==> src/rtl/instr_encoder_if.sv <==
// instr_encoder_if: field request and encoded-word handshake bundle for instr_encoder
interface instr_encoder_if #(
   parameter int ADDR_W = 12
);
   logic              i_valid;
   logic              o_ready;
   logic [6:0]        i_opcode;
   logic [4:0]        i_rd;
   logic [4:0]        i_rs1;
   logic [4:0]        i_rs2;
   logic [2:0]        i_funct3;
   logic [6:0]        i_funct7;
   logic [31:0]       i_imm;
   logic              o_valid;
   logic              i_ready;
   logic [31:0]       o_instr;
   logic [ADDR_W-1:0] o_addr;
   logic              o_err;
   logic              o_err_any;
   modport slave (
      input  i_valid, i_opcode, i_rd, i_rs1, i_rs2, i_funct3, i_funct7, i_imm, i_ready,
      output o_ready, o_valid, o_instr, o_addr, o_err, o_err_any
   );
   modport master (
      output i_valid, i_opcode, i_rd, i_rs1, i_rs2, i_funct3, i_funct7, i_imm, i_ready,
      input  o_ready, o_valid, o_instr, o_addr, o_err, o_err_any
   );
endinterface

==> src/rtl/instr_encoder.sv <==
// instr_encoder: packs RV32I fields into a word through a 2-stage elastic pipeline
// with immediate range checking and a wrapping byte-address counter.
module instr_encoder #(
   parameter int                ADDR_W    = 12,
   parameter logic [ADDR_W-1:0] BASE_ADDR = '0
) (
   input logic            i_clk,
   input logic            i_rst,
   input logic            i_clear,
   instr_encoder_if.slave bus
);
   localparam logic [6:0]  OP_R = 7'b0110011;
   localparam logic [6:0]  OP_I = 7'b0010011;
   localparam logic [6:0]  OP_S = 7'b0100011;
   localparam logic [6:0]  OP_B = 7'b1100011;
   localparam logic [6:0]  OP_U = 7'b0110111;
   localparam logic [6:0]  OP_J = 7'b1101111;
   localparam logic [31:0] NOP  = 32'h0000_0013;

   logic              r_a_valid, r_a_err;
   logic [6:0]        r_a_op, r_a_f7;
   logic [4:0]        r_a_rd, r_a_rs1, r_a_rs2;
   logic [2:0]        r_a_f3;
   logic [31:0]       r_a_imm;
   logic              r_b_valid, r_b_err, r_err_any;
   logic [31:0]       r_b_instr;
   logic [ADDR_W-1:0] r_addr;

   logic        w_sx11, w_sx12, w_sx20, w_in_err;
   logic        w_a_take, w_b_take, w_out_fire;
   logic [31:0] w_word;

   // Sign-extension checks: the bits above the format's top bit must replicate it
   assign w_sx11 = &bus.i_imm[31:11] | ~|bus.i_imm[31:11];
   assign w_sx12 = &bus.i_imm[31:12] | ~|bus.i_imm[31:12];
   assign w_sx20 = &bus.i_imm[31:20] | ~|bus.i_imm[31:20];

   always_comb begin
      w_in_err = (bus.i_opcode == OP_I || bus.i_opcode == OP_S) ? !w_sx11 :
                 (bus.i_opcode == OP_B) ? (bus.i_imm[0] | !w_sx12) :
                 (bus.i_opcode == OP_J) ? (bus.i_imm[0] | !w_sx20) :
                 (bus.i_opcode == OP_U) ? |bus.i_imm[11:0] :
                 (bus.i_opcode != OP_R);
   end

   always_comb begin
      w_word = r_a_err ? NOP :
               (r_a_op == OP_R) ? {r_a_f7, r_a_rs2, r_a_rs1, r_a_f3, r_a_rd, r_a_op} :
               (r_a_op == OP_I) ? {r_a_imm[11:0], r_a_rs1, r_a_f3, r_a_rd, r_a_op} :
               (r_a_op == OP_S) ? {r_a_imm[11:5], r_a_rs2, r_a_rs1, r_a_f3, r_a_imm[4:0], r_a_op} :
               (r_a_op == OP_B) ? {r_a_imm[12], r_a_imm[10:5], r_a_rs2, r_a_rs1, r_a_f3,
                                   r_a_imm[4:1], r_a_imm[11], r_a_op} :
               (r_a_op == OP_U) ? {r_a_imm[31:12], r_a_rd, r_a_op} :
               {r_a_imm[20], r_a_imm[10:1], r_a_imm[11], r_a_imm[19:12], r_a_rd, r_a_op};
   end

   assign w_b_take   = !r_b_valid || bus.i_ready;
   assign w_a_take   = !r_a_valid || w_b_take;
   assign w_out_fire = r_b_valid && bus.i_ready;

   assign bus.o_ready   = w_a_take;
   assign bus.o_valid   = r_b_valid;
   assign bus.o_instr   = r_b_instr;
   assign bus.o_err     = r_b_err;
   assign bus.o_addr    = r_addr;
   assign bus.o_err_any = r_err_any;

   always_ff @(posedge i_clk) begin
      if (i_rst || i_clear) begin
         r_a_valid <= 1'b0;
         r_b_valid <= 1'b0;
         r_b_instr <= '0;
         r_b_err   <= 1'b0;
         r_err_any <= 1'b0;
         r_addr    <= BASE_ADDR;
      end else begin
         if (w_a_take) begin
            r_a_valid <= bus.i_valid;
            r_a_op    <= bus.i_opcode;
            r_a_rd    <= bus.i_rd;
            r_a_rs1   <= bus.i_rs1;
            r_a_rs2   <= bus.i_rs2;
            r_a_f3    <= bus.i_funct3;
            r_a_f7    <= bus.i_funct7;
            r_a_imm   <= bus.i_imm;
            r_a_err   <= w_in_err;
         end
         if (w_b_take) begin
            r_b_valid <= r_a_valid;
            if (r_a_valid) begin
               r_b_instr <= w_word;
               r_b_err   <= r_a_err;
            end
         end
         if (w_out_fire) begin
            r_addr    <= r_addr + ADDR_W'(4);
            r_err_any <= r_err_any | r_b_err;
         end
      end
   end
endmodule
==> src/flat_wrapper.sv <==
// flat-port wrapper written by rule: the top's interface ports become plain ports
module instr_encoder_flat 
#(
   parameter int                ADDR_W    = 12,
   parameter logic [ADDR_W-1:0] BASE_ADDR = '0
)
  (i_clk, i_rst, i_clear, bus_i_valid, bus_i_opcode, bus_i_rd, bus_i_rs1, bus_i_rs2, bus_i_funct3, bus_i_funct7, bus_i_imm, bus_i_ready, bus_o_ready, bus_o_valid, bus_o_instr, bus_o_addr, bus_o_err, bus_o_err_any);
  instr_encoder_if #(.ADDR_W(ADDR_W)) bus_i ();
  input logic i_clk;
  input logic i_rst;
  input logic i_clear;
  input wire logic [$bits(bus_i.i_valid)-1:0] bus_i_valid;
  input wire logic [$bits(bus_i.i_opcode)-1:0] bus_i_opcode;
  input wire logic [$bits(bus_i.i_rd)-1:0] bus_i_rd;
  input wire logic [$bits(bus_i.i_rs1)-1:0] bus_i_rs1;
  input wire logic [$bits(bus_i.i_rs2)-1:0] bus_i_rs2;
  input wire logic [$bits(bus_i.i_funct3)-1:0] bus_i_funct3;
  input wire logic [$bits(bus_i.i_funct7)-1:0] bus_i_funct7;
  input wire logic [$bits(bus_i.i_imm)-1:0] bus_i_imm;
  input wire logic [$bits(bus_i.i_ready)-1:0] bus_i_ready;
  output wire logic [$bits(bus_i.o_ready)-1:0] bus_o_ready;
  output wire logic [$bits(bus_i.o_valid)-1:0] bus_o_valid;
  output wire logic [$bits(bus_i.o_instr)-1:0] bus_o_instr;
  output wire logic [$bits(bus_i.o_addr)-1:0] bus_o_addr;
  output wire logic [$bits(bus_i.o_err)-1:0] bus_o_err;
  output wire logic [$bits(bus_i.o_err_any)-1:0] bus_o_err_any;
  assign bus_i.i_valid = bus_i_valid;
  assign bus_i.i_opcode = bus_i_opcode;
  assign bus_i.i_rd = bus_i_rd;
  assign bus_i.i_rs1 = bus_i_rs1;
  assign bus_i.i_rs2 = bus_i_rs2;
  assign bus_i.i_funct3 = bus_i_funct3;
  assign bus_i.i_funct7 = bus_i_funct7;
  assign bus_i.i_imm = bus_i_imm;
  assign bus_i.i_ready = bus_i_ready;
  assign bus_o_ready = bus_i.o_ready;
  assign bus_o_valid = bus_i.o_valid;
  assign bus_o_instr = bus_i.o_instr;
  assign bus_o_addr = bus_i.o_addr;
  assign bus_o_err = bus_i.o_err;
  assign bus_o_err_any = bus_i.o_err_any;
  instr_encoder #(.ADDR_W(ADDR_W), .BASE_ADDR(BASE_ADDR)) u_core (.i_clk(i_clk), .i_rst(i_rst), .i_clear(i_clear), .bus(bus_i));
endmodule
==> config.mk <==
export PLATFORM = sky130hd
export DESIGN_NAME = instr_encoder_flat
export DESIGN_NICKNAME = d
export VERILOG_FILES = /design/src/rtl/instr_encoder_if.sv /design/src/rtl/instr_encoder.sv /design/src/flat_wrapper.sv
export SDC_FILE = /design/constraint.sdc
export NUM_CORES = 1
export LEC_CHECK = 0
export ABC_AREA = 0
export BUFFER_PORTS_ARGS = -buffer_cell sky130_fd_sc_hd__buf_2
export CAP_MARGIN = 25
export CORE_MARGIN = 2
export CORE_UTILIZATION = 27
export CTS_CLUSTER_DIAMETER = 150
export DETAILED_ROUTE_END_ITERATION = 8
export PLACE_DENSITY = 0.53
export SYNTH_ARGS = -nofsm -noshare
export SYNTH_HDL_FRONTEND = slang
export SYNTH_SLANG_ARGS = --single-unit
==> constraint.sdc <==
create_clock -name i_clk -period 4.6 [get_ports i_clk]
set_clock_uncertainty 0.15 [all_clocks]
set_input_delay 0 -clock i_clk [delete_from_list [all_inputs] [get_ports i_clk]]
set_output_delay 0 -clock i_clk [all_outputs]
set_load 0.02 [all_outputs]
==> impl_metrics.json <==
{
  "antenna_found_initial": 0,
  "postSynthCellCount": 369,
  "path_clk_slew_ps": 70,
  "layout_common_cells": "buf_2 (114), dlygate4sd3_1 (70), edfxtp_1 (65)",
  "portBuffers": 114,
  "cp_slowest_stage_delay_ps": 930,
  "ys_seq_area_share_pct": 63.4,
  "hold_path_class": "in2reg",
  "start_util_pct": 27.5,
  "drive_gt1_share_pct": 27.9,
  "placementRows": 47,
  "cellPowerDensity_nw_per_um2": 337,
  "vias_per_cell": 4.59,
  "syn_to_final_growth_pct": 39.5,
  "cts.sinks": 111,
  "hold_buffers": 69,
  "post_cts.repair.setup_buffers": 0,
  "cts_root_buffer": "clkbuf_16",
  "relSlewSlack_pct": 33.8,
  "avgSynthCellArea_um2": 12.3,
  "critPathRequiredTime_ps": 4710,
  "path_delay_family": "simple AND/OR/NAND/NOR gates",
  "layout_commonest_cell": "buf_2",
  "clock_latency_ps": 350,
  "cp-startpoint": "u_core.r_a_valid",
  "grt_pass1_vias": 3582,
  "use_met3_pct": 3.27,
  "yosysWarnings": 0,
  "synth_flop_cell": "edfxtp_1",
  "syn_area_um2": 4530,
  "tightest_slew_ps": 989,
  "htree_levels": 3,
  "start_kind": "flop",
  "die_w_um": 134,
  "chipHeight_um": 134,
  "synthTopCellsByArea": "edfxtp_1 (43%), dfxtp_1 (20%), nor2_1 (4.1%)",
  "vdd_drop_max_uv": 181,
  "finalHoldViolCount": 0,
  "finalWirelength_um": 12300,
  "setup_viol": 0,
  "drtIter0Drc": 187,
  "core_um2": 16500,
  "fp.dieArea_um2": 17800,
  "fin_crit_ps": 2580,
  "dr.pass1.iters": 8,
  "use_met2_pct": 22.9,
  "synth-async-reset-ratio_pct": 0,
  "num_vias": 3560,
  "worst-path-buf-inv": 0,
  "overflow": 0,
  "yosysUniqueCellTypes": 52,
  "crit_slowest_cell": "nor2_1",
  "criticalPathCategory": "reg2reg",
  "path_cells": "nand2_2 -> nor2_1 -> nand2_1 -> o41ai_1",
  "dp_hpwl_um": 8850,
  "synth-edff-count": 65,
  "arrival_ps": 2690,
  "fmax_mhz": 387,
  "cts-resized-gates": 0,
  "reg2reg_from": "u_core.r_a_valid",
  "p_leak_uw": 0.00242,
  "setup-tns-final_ps": 0,
  "cts_buffers": 9,
  "grt_use_total_pct": 14.1,
  "finalWorstSetupSlack_ps": 2020,
  "busiest_layer": "met2",
  "rsz0062_at_grt": "false",
  "cts_buffer_depth": 2,
  "yosys.area.top_type_share_pct": 43.1,
  "n_antenna_cell": 0,
  "drc": 0,
  "grt_first_pass_wirelength_um": 19100,
  "ant_nets": 0,
  "hp-start": "bus_i_rs1[0]",
  "dp_slack_ps": 2010,
  "synth_largest_area_cell": "edfxtp_1",
  "gr-usage-met1_pct": 18.3,
  "wl_per_cell_um": 15.9,
  "nets": 620,
  "tritoncts": "built",
  "crit_path_end_kind": "flop",
  "ys_ff_latch": 111,
  "grt_max_degree": 45,
  "drv_cap": 0,
  "gp_congestion": 0.794,
  "io_pins": 117,
  "p_total_uw": 2130,
  "cp_max_fo": 35,
  "status": "finished clean",
  "slew_viol_final": 0,
  "min_period_over_period_pct": 56.1
}
## kinds of logic (layout without fill, tap and decap cells)
group	Yosys count	after routing	synth area share (%)
adders and majority gates	2	2	0.497
muxes	26	26	6.13
buffers and inverters	20	205	3.15
xor gates and xnor gates	11	11	2.13
AOI/OAI and AO/OA	64	64	9.89
other	1	2	0.0828
and+or+nand+nor	134	134	14.7
DFF	111	111	63.4
## synthesized netlist by cell type (all sizes together), types with 2 or more instances
| master | count |
|---|---|
| nand2 | 28 |
| mux2i | 12 |
| a311o | 4 |
| or2 | 2 |
| a21oi | 21 |
| a22oi | 17 |
| o21ai | 3 |
| mux2 | 14 |
| nand3 | 7 |
| nor4 | 7 |
| xor2 | 7 |
| o211ai | 2 |
| clkbuf | 5 |
| and2 | 3 |
| and3 | 9 |
| and2b | 3 |
| o22ai | 4 |
| inv | 2 |
| nor3 | 9 |
| edfxtp | 65 |
| xnor2 | 4 |
| buf | 13 |
| a211o | 6 |
| nor2b | 5 |
| nor2 | 49 |
| nand4 | 5 |
| dfxtp | 46 |
## metrics by stage
step	utilization [%]	area, um^2	hold WS [ps]	cells
detailed placement	32.1	5280	28.3	688
global placement	32.1	5280	27.3	688
floorplan	-	4530	-51.1	370
finish	38.4	6320	199	775
global route	38.4	6320	195	775
CTS	38.2	6290	158	773
## power by group
group,switching [uW],internal (uW)
sequential,26.0,1100
combinational,82.7,93.9
clock,350,475
total,459,1670
## worst register-to-register path, stage by stage (launching register included)
cell,delay (ps)
dfxtp_1,460
nand2_2,470
nor2_1,930
nand2_1,110
o41ai_1,360
## layer usage
layer  vias up  wire length [um]
met5         -                 0
met4         0               199
met3        14               580
met2       119              5970
met1      1700              5590
li1       1727                 -
## cell type report
| type | instances | area (um^2) |
|---|---|---|
| Fill cell | 1655 | 10100 |
| Sequential cell | 111 | 2870 |
| Multi-Input combinational cell | 239 | 1530 |
| Timing Repair Buffer | 187 | 1320 |
| Tap cell | 220 | 275 |
| Clock buffer | 10 | 229 |
| Clock inverter | 6 | 85.1 |
| Inverter | 2 | 7.51 |
## registers in the layout, indices dropped and copies added (netlist names), 3 cells and up
name                count
u_core.r_a_rs2          5
u_core.r_a_rd           5
u_core.r_a_f7           7
u_core.r_a_imm         32
u_core.bus.o_addr      10
u_core.r_a_rs1          5
u_core.bus.o_instr     32
u_core.r_a_op           7
u_core.r_a_f3           3
## final timing paths
kind                            endpoint  slack, ps  cells after the start
setup / recovery  u_core.bus.o_instr[31]       2020                      4
hold / removal         u_core.r_a_rs1[0]        200                      2
setup reg to reg  u_core.bus.o_instr[31]       2020                      4
hold reg to reg   u_core.bus.o_instr[30]        320                      2
Power figures use the tool's default switching activity.
